--- src/rtl/mem_arb_pkg.sv ---
// Shared types and constants for the two-port memory arbiter.
package mem_arb_pkg;

  localparam int DATA_W = 32;

  typedef enum logic [1:0] {
    IDLE    = 2'd0,
    WAIT_IF = 2'd1,
    WAIT_D  = 2'd2
  } state_t;

  typedef enum logic {
    OWN_IF = 1'b0,
    OWN_D  = 1'b1
  } owner_t;

endpackage

--- src/rtl/mem_arb_timer.sv ---
// Wait-state timeout counter for the memory arbiter.
// The count clears on entry to a wait state and advances on every wait
// cycle without a response. o_tc marks the cycle whose increment brings the
// count to TIMEOUT_CYCLES-1, so the abort response is registered on that
// same edge and a transaction never waits more than TIMEOUT_CYCLES-1 cycles.
module mem_arb_timer #(
  parameter int TIMEOUT_CYCLES = 16
) (
  input  logic i_clk,
  input  logic i_rst,
  input  logic i_clear,
  input  logic i_enable,
  output logic o_tc
);

  localparam logic [7:0] TC_VAL = 8'(TIMEOUT_CYCLES - 2);

  logic [7:0] count;

  // Count wait cycles; a clear always wins over an increment.
  always_ff @(posedge i_clk or posedge i_rst) begin
    if (i_rst) begin
      count <= 8'd0;
    end else if (i_clear) begin
      count <= 8'd0;
    end else if (i_enable) begin
      count <= count + 8'd1;
    end
  end

  assign o_tc = i_enable && (count == TC_VAL);

endmodule

--- src/rtl/mem_arbiter.sv ---
// Two-requester (instruction fetch / data) arbiter onto a single memory port
// with one outstanding transaction and a wait-state timeout.
// Optional feature: define MEM_ARB_RR_EN for round-robin arbitration between
// simultaneous requests; otherwise data has fixed priority over IF.
module mem_arbiter
  import mem_arb_pkg::*;
#(
  parameter int TIMEOUT_CYCLES = 16
) (
  input  logic              i_clk,
  input  logic              i_rst,
  input  logic              i_if_req,
  input  logic [DATA_W-1:0] i_if_addr,
  output logic              o_if_gnt,
  output logic              o_if_rvalid,
  output logic [DATA_W-1:0] o_if_rdata,
  output logic              o_if_err,
  input  logic              i_d_req,
  input  logic [DATA_W-1:0] i_d_addr,
  input  logic              i_d_we,
  input  logic [DATA_W-1:0] i_d_wdata,
  input  logic [DATA_W-1:0] i_d_wmask,
  output logic              o_d_gnt,
  output logic              o_d_rvalid,
  output logic [DATA_W-1:0] o_d_rdata,
  output logic              o_d_err,
  output logic              o_mem_req,
  output logic [DATA_W-1:0] o_mem_addr,
  output logic              o_mem_we,
  output logic [DATA_W-1:0] o_mem_wdata,
  output logic [DATA_W-1:0] o_mem_wmask,
  input  logic              i_mem_ready,
  input  logic              i_mem_rvalid,
  input  logic [DATA_W-1:0] i_mem_rdata,
  output logic              o_stray
);

  state_t state_q, state_d;
  owner_t winner;
  logic   prefer_d;
  logic   any_req;
  logic   accept;
  logic   waiting;
  logic   timeout;
  logic   resp_if, resp_d, resp_err, stray_d;

  assign any_req = i_if_req || i_d_req;
  assign waiting = (state_q != IDLE);
  assign accept  = (state_q == IDLE) && any_req && i_mem_ready;

`ifdef MEM_ARB_RR_EN
  owner_t last_owner;

  // Remember who won the most recent accept so a tie goes to the other side.
  always_ff @(posedge i_clk or posedge i_rst) begin
    if (i_rst) begin
      last_owner <= OWN_IF;
    end else if (accept) begin
      last_owner <= winner;
    end
  end

  assign prefer_d = (last_owner == OWN_IF);
`else
  assign prefer_d = 1'b1;
`endif

  assign winner = (i_d_req && (!i_if_req || prefer_d)) ? OWN_D : OWN_IF;

  mem_arb_timer #(
    .TIMEOUT_CYCLES(TIMEOUT_CYCLES)
  ) u_timer (
    .i_clk   (i_clk),
    .i_rst   (i_rst),
    .i_clear (accept),
    .i_enable(waiting && !i_mem_rvalid),
    .o_tc    (timeout)
  );

  // State register.
  always_ff @(posedge i_clk or posedge i_rst) begin
    if (i_rst) begin
      state_q <= IDLE;
    end else begin
      state_q <= state_d;
    end
  end

  // Next state, memory-port drive, grants and response strobes.
  always_comb begin
    state_d     = state_q;
    o_mem_req   = 1'b0;
    o_mem_addr  = '0;
    o_mem_we    = 1'b0;
    o_mem_wdata = '0;
    o_mem_wmask = '0;
    o_if_gnt    = 1'b0;
    o_d_gnt     = 1'b0;
    resp_if     = 1'b0;
    resp_d      = 1'b0;
    resp_err    = 1'b0;
    stray_d     = 1'b0;
    case (state_q)
      IDLE: begin
        o_mem_req = any_req;
        stray_d   = i_mem_rvalid;
        if (any_req) begin
          if (winner == OWN_D) begin
            o_mem_addr  = i_d_addr;
            o_mem_we    = i_d_we;
            o_mem_wdata = i_d_wdata;
            o_mem_wmask = i_d_wmask;
          end else begin
            o_mem_addr  = i_if_addr;
          end
          if (i_mem_ready) begin
            if (winner == OWN_D) begin
              o_d_gnt = 1'b1;
              state_d = WAIT_D;
            end else begin
              o_if_gnt = 1'b1;
              state_d  = WAIT_IF;
            end
          end
        end
      end
      WAIT_IF: begin
        if (i_mem_rvalid || timeout) begin
          resp_if  = 1'b1;
          resp_err = !i_mem_rvalid;
          state_d  = IDLE;
        end
      end
      WAIT_D: begin
        if (i_mem_rvalid || timeout) begin
          resp_d   = 1'b1;
          resp_err = !i_mem_rvalid;
          state_d  = IDLE;
        end
      end
      default: state_d = IDLE;
    endcase
  end

  // Registered responses; data is forced to zero on errors and idle cycles.
  always_ff @(posedge i_clk or posedge i_rst) begin
    if (i_rst) begin
      o_if_rvalid <= 1'b0;
      o_if_rdata  <= '0;
      o_if_err    <= 1'b0;
      o_d_rvalid  <= 1'b0;
      o_d_rdata   <= '0;
      o_d_err     <= 1'b0;
      o_stray     <= 1'b0;
    end else begin
      o_if_rvalid <= resp_if;
      o_if_rdata  <= (resp_if && !resp_err) ? i_mem_rdata : '0;
      o_if_err    <= resp_if && resp_err;
      o_d_rvalid  <= resp_d;
      o_d_rdata   <= (resp_d && !resp_err) ? i_mem_rdata : '0;
      o_d_err     <= resp_d && resp_err;
      o_stray     <= stray_d;
    end
  end

endmodule

--- config.mk ---
export PLATFORM = sky130hd
export DESIGN_NAME = mem_arbiter
export DESIGN_NICKNAME = d
export VERILOG_FILES = /design/src/rtl/mem_arb_pkg.sv /design/src/rtl/mem_arb_timer.sv /design/src/rtl/mem_arbiter.sv
export SDC_FILE = /design/constraint.sdc
export NUM_CORES = 1
export LEC_CHECK = 0
export CORE_AREA = 2 2 130 132
export DETAILED_ROUTE_END_ITERATION = 16
export DIE_AREA = 0 0 132 134
export MAX_ROUTING_LAYER = met4
export PLACE_DENSITY = 0.72
export SLEW_MARGIN = 20
export SYNTH_ARGS = -nofsm -noshare
export SYNTH_HDL_FRONTEND = slang
export SYNTH_SLANG_ARGS = --single-unit
--- constraint.sdc ---
create_clock -name i_clk -period 2.1 [get_ports i_clk]
set_input_delay 0.21 -clock i_clk [delete_from_list [all_inputs] [get_ports i_clk]]
set_output_delay 0.21 -clock i_clk [all_outputs]
set_load 0.01 [all_outputs]
; Word level (Yosys, flattened, before mapping)
; Index checks and enable logic that the tools add are counted.
[word_totals]
reg_bits = 79
latch_bits = 0
mem_bits_rw = 0
romBits = 0
in_bits = 167
output_inout_bits = 169
elab_cells = 70
mem_count = 0
[classes]
add_sub_neg = 1
n_mul = 0
n_div = 0
order_cmp = 0
eq_ne = 6
shift = 0
muxes = 37
n_bitwise = 0
n_reduce_logical = 17
[op_table]
columns = operator, n
row1 = $mux 32, 11
row2 = $mux 1, 19
row3 = $mux 8, 2
row4 = $add 8x1->8 const B, 1
row5 = $eq 8x4->1 const B, 1
row6 = $logic_and 1x1->1, 8
row7 = $mux 2, 4
row8 = $ne 2x2->1 const B, 2
row9 = $pmux 2 s2, 1
row10 = $reduce_bool 2->1, 2
row11 = $reduce_and 3->1, 1
row12 = $eq 2x1->1 const B, 1
row13 = $eq 2x2->1 const B, 1
row14 = $logic_not 1->1, 2
row15 = $logic_not 2->1, 1
row16 = $logic_or 1x1->1, 2
row17 = $ne 2x1->1 const B, 1
row18 = $reduce_or 2->1, 1

; Depth between registers and ports, before layout
[logic_depth]
ltp_word = 9
mapped_depth = 7
depth_no_buf = 5

; Cells and area by module
; Synthesis repeated with hierarchy kept, for this count alone.
[unflattened]
cells_unflattened = 366
area_unflattened_um2 = 3862.5
[by_module_without_submodules]
columns = mod, instances, cells_each, area_each_um2, seq_area_each_um2
row1 = mem_arbiter, 1, 323, 3437.0, 1776.7
row2 = mem_arb_timer, 1, 43, 425.4, 200.2

; Worst setup path before layout
; No wires, ideal clock.
[synth_timing]
kind = reg2reg
from = register state_q[0]
to = register u_timer.count[6]
setup_ns = 0.078
arrival_ns = 1.828
required_ns = 2.022
slack_ns = 0.194
stages_incl_launch_ff = 7
path_buffers = 1
period_less_slack_ns = 1.906
path_cell_list = dfrtp_1 -> inv_1 -> ha_1 -> buf_2 -> or3b_2 -> or4_1 -> a21oi_1
[synth_via]
elab_chain_cells = 4
word_cells_on_any_way = 7
classes_between = mux: 1 / reduce/logical: 6
[synth_lines]
columns = item, line_no
row1 = from (decl), mem_arbiter.sv:38  ; state_t state_q, state_d;
row2 = from (signal assigned), mem_arbiter.sv:85  ; state_q <= state_d;
row3 = $logic_not 2->1, mem_arbiter.sv:49  ; assign accept = (state_q == IDLE) && any_req && i_mem_ready;
row4 = $logic_and 1x1->1 (2 in series), mem_arbiter.sv:49
row5 = $mux 8 or $reduce_bool 2->1 (tied branches), n/a
row6 = to (signal assigned), mem_arb_timer.sv:27  ; count <= count + 8'd1;
row7 = to (decl), mem_arb_timer.sv:18  ; logic [7:0] count;
; Parallel ways exist; a longest one is shown, timed or not.
; A chain may end at the register's enable or synchronous reset.

; Final worst setup path
[layout_timing]
from = register state_q[1]
to = register o_d_rdata[13]
[layout_via]
elab_chain_cells = 9
word_cells_on_any_way = 14
classes_between = eq/ne: 2 / mux: 5 / reduce/logical: 7
[layout_lines]
columns = item, line_no
row1 = $reduce_bool 2->1, mem_arbiter.sv:48  ; assign waiting = (state_q != IDLE);
row2 = $logic_and 1x1->1, mem_arbiter.sv:76  ; .i_enable(waiting && !i_mem_rvalid),
row3 = $logic_and 1x1->1, mem_arb_timer.sv:31  ; assign o_tc = i_enable && (count == TC_VAL);
row4 = $logic_or 1x1->1, "mem_arbiter.sv:128, mem_arbiter.sv:135"
row5 = $mux 1, "mem_arbiter.sv:128, mem_arbiter.sv:135"
row6 = $mux 1, n/a
row7 = $logic_not 1->1, mem_arbiter.sv:160  ; o_d_rdata <= (resp_d && !resp_err) ? i_mem_rdata : '0;
row8 = $logic_and 1x1->1 *, mem_arbiter.sv:160
row9 = $mux 32 *, mem_arbiter.sv:160
row10 = to (signal assigned), mem_arbiter.sv:160
row11 = to (decl), mem_arbiter.sv:25  ; output logic [DATA_W-1:0] o_d_rdata,
; Every way passes the cells marked *; elsewhere a longest branch is shown, timed or not.

==> flow_metrics.py <==
metrics = {
    "synth": {
        "synth.area.top_cells": "dfrtp_1, and3_1, and3_2",
        "ys_ff_latch": 79,
        "yosysSeqAreaShare_pct": 50.95,
        "synth_fp_nets": 547,
        "synth_top_area_share_pct": 50.95,
        "netlist_instances": 375,
        "synth_top_area_cell": "dfrtp_1",
        "netlist_area_mm2": 0.003880,
        "synth_area_per_cell_um2": 10.35,
        "synthDistinctLibCells": 34,
        "yosys_warnings": 0,
    },
    "sta": {
        "tightest_slew_ns": 0.4096,
        "fin_skew_ns": 0.006269,
        "hold_slack_ns": 0.3338,
        "rsz0062_at_grt": "yes",
        "finalCritPeriodShare_pct": 97.19,
        "setup_viol": 0,
        "fin_tns_setup_ns": 0,
        "hold_viol": 0,
        "final-max-slew-violation-count": 0,
        "max_freq_ghz": 0.4900,
        "slew_headroom_pct": 72.70,
        "timing.final.crit_period_ns": 2.041,
    },
    "die": {
        "rows": 47,
        "die_w_um": 132,
        "core_mm2": 0.01629,
        "die_area_mm2": 0.01769,
        "start_util_pct": 23.82,
        "die_h_um": 134,
        "ios": 336,
    },
    "layout": {
        "post-route-cell-area_mm2": 0.007985,
        "antenna_cells": 0,
        "nNetsFinal": 881,
        "area_growth_pct": 105.8,
        "layout.cells.non_filler": 934,
        "drive_above_1_share_pct": 15.13,
    },
    "critical_path": {
        "cp_common_cell": "buf_6",
        "crit_fanout": 16,
        "worstPathArrival_ns": 2.30,
        "crit_slowest_cell": "or4b_4",
        "cpPeakStageDelay_ns": 0.50,
        "cp-start-kind": "flop",
        "worstSetupPathType": "reg -> reg",
        "path_buf_inv": 4,
        "end_kind": "flop",
        "path_cells": "inv_2 > ha_4 > buf_6 > or4b_4 > o31ai_4 > buf_6 > clkbuf_16 > and3_2",
        "crit_required_ns": 2.36,
        "cp_top_family": "simple AND/OR/NAND/NOR gates",
    },
    "pwr": {
        "p_sw_uw": 2103,
        "cellLeakagePower_uw": 0.004305,
        "pwr-share-clk_pct": 26.0,
        "p_comb_share_pct": 46.6,
        "seq_power_share_pct": 27.4,
        "internal_power_uw": 4351,
        "vdd_drop_max_uv": 415.7,
        "power.share.switching_pct": 32.59,
        "power_uw": 6454,
        "powerDensity_mw_per_mm2": 808.3,
    },
    "cts": {
        "clkTransAtPathRegs_ns": 0.06,
        "cts_tree": "built",
        "hold_buffers": 0,
        "numCtsBuffers": 9,
        "clk_latency_ns": 0.32,
        "cts.path.max_buffers": 2,
        "htreeDepth": 3,
        "cts.sinks": 79,
        "cts_root_buf": "clkbuf_16",
    },
    "placement": {
        "numPortBuffers": 335,
        "hpwl_um": 11520,
        "dp_cells": 909,
        "placed_area_mm2": 0.007566,
        "gp_congestion": 0.8274,
    },
    "routing": {
        "ant_nets": 0,
        "firstDrtPassIters": 6,
        "via_per_inst": 4.375,
        "drc": 0,
        "vias": 4086,
        "drt_iter0_drc": 118,
        "wl_um": 15510,
        "routedWlPerCell_um": 16.60,
    },
    "outcome": {
        "status": "complete, no violations",
    },
    "flow_run": {
        "drv_cap": 0,
    },
    "global_route": {
        "grt_pass1_wl_um": 22780,
        "grt_pass1_vias": 4145,
        "grt_start_max_net_pins": 80,
        "gr-total-overflow": 0,
        "antenna_found_initial": 0,
        "grt_usage_pct": 16.66,
    },
    "hold_path": {
        "hp-class": "in -> async",
    },
}
## layout make-up
cell class | count | area [um2]
clock buffers | 10 | 239.0
clock inverters | 6 | 91.34
fillers | 1528 | 8304
inverters | 10 | 41.29
multi-input cells | 251 | 1739
flip-flops and latches | 79 | 1977
well taps | 220 | 275.3
repair buffers | 358 | 3622
## per-stage QoR
step | setup slack (ns) | utilization (%)
2_1_floorplan | 0.1939 | -
3_3_place_gp | 0.1366 | 46.45
3_5_place_dp | 0.08801 | 46.45
4_1_cts | 0.004530 | 47.94
5_1_grt | -0.02187 | 49.02
6_report | 0.05904 | 49.02
## flip-flops by register name (all words and copies together), names as in the netlist
name	flops
o_if_err	1
state_q	2
o_d_err	1
u_timer.count	8
o_d_rvalid	1
o_if_rvalid	1
o_stray	1
o_if_rdata	32
o_d_rdata	32
## worst register-to-register path, stage by stage, from the launching register on
cell       delay (ns)
dfrtp_1          0.36
inv_2            0.07
ha_4             0.19
buf_6            0.12
or4b_4           0.50
o31ai_4          0.23
buf_6            0.17
clkbuf_16        0.17
and3_2           0.18
## logic make-up after synthesis
| logic type | Yosys count | share of synthesized area [%] |
|---|---|---|
| and+or+nand+nor | 193 | 30.70 |
| DFF | 79 | 50.95 |
| buffers and inverters | 45 | 4.644 |
| muxes | 33 | 8.513 |
| AOI/OAI and AO/OA | 19 | 3.353 |
| adders and majority gates | 5 | 1.612 |
| xor gates and xnor gates | 1 | 0.2258 |
## path summary, 6_finish.rpt
path                                         end             start  cells after the start  slack [ns]
worst max-delay path               o_d_rdata[13]        state_q[1]                      8        0.06
worst min-delay path              o_if_rdata[27]             i_rst                      3        0.33
worst max register to register     o_d_rdata[13]        state_q[1]                      8        0.06
worst min register to register  u_timer.count[7]  u_timer.count[7]                      2        0.56
max in group asynchronous             o_d_rvalid             i_rst                      3        1.43
min in group i_clk                 o_d_rdata[11]   i_mem_rdata[11]                      2        0.50
## power groups by stage
| stage | registers (uW) | logic [uW] | clock network [uW] |
|---|---|---|---|
| floorplan | 1870 | 1180 | 0 |
| global placement | 1790 | 3160 | 0 |
| detailed placement | 1800 | 3180 | 0 |
| CTS | 1770 | 2970 | 1710 |
| global route | 1790 | 3230 | 1790 |
| finish | 1770 | 3010 | 1680 |
## synth_stat cells
cell type,n
clkbuf_2,6
or4_1,2
or4b_4,1
nor3b_1,1
o21a_1,2
o211ai_1,1
or3_1,2
o21ai_1,1
inv_1,10
buf_2,3
or3b_2,1
nor2b_1,1
and2_1,1
dfrtp_1,79
o31ai_1,3
nor4_1,1
nand2_1,6
nand4bb_1,1
xnor2_1,1
o31ai_4,1
or2_2,2
and3_2,57
nor2_1,37
clkbuf_1,26
nand2b_1,2
o21ai_0,5
ha_1,5
or4_2,1
nand3_1,4
and3_1,72
a21oi_1,5
mux2i_1,33
o32ai_1,1
and4b_1,1
## layout by cell type (no fill, tap or decap), types with 3 or more instances in the layout
master and n:
clkdlybuf4s50_1 234, dfrtp_1 79, dlygate4sd2_1 77, and3_1 72, and3_2 57, nor2_1 37
mux2i_1 33, dlymetal6s2s_1 16, clkbuf_16 12, buf_4 10, inv_1 7, clkdlybuf4s15_1 7
buf_12 7, nand2_1 6, o21ai_0 5, a21oi_1 5, nand3_1 4, ha_1 4
buf_6 4, o31ai_1 3
## layer usage
layer	vias to the layer above	GRT usage (%)	share of wire, %
met1	1922	20.23	42
met5	-	-	0
met2	174	28.13	50
li1	1972	-	-
met4	0	3.986	1.6
met3	18	3.930	6.2
## repair_timing
item | in CTS | in global routing
setup endpoints to repair | 100 | 80
setup buffers | 1 | 4
pin swaps | 1 | 0
gates resized for setup | 87 | 26
cloned | 0 | 4
No activity file was read; power rests on OpenSTA's default activity.
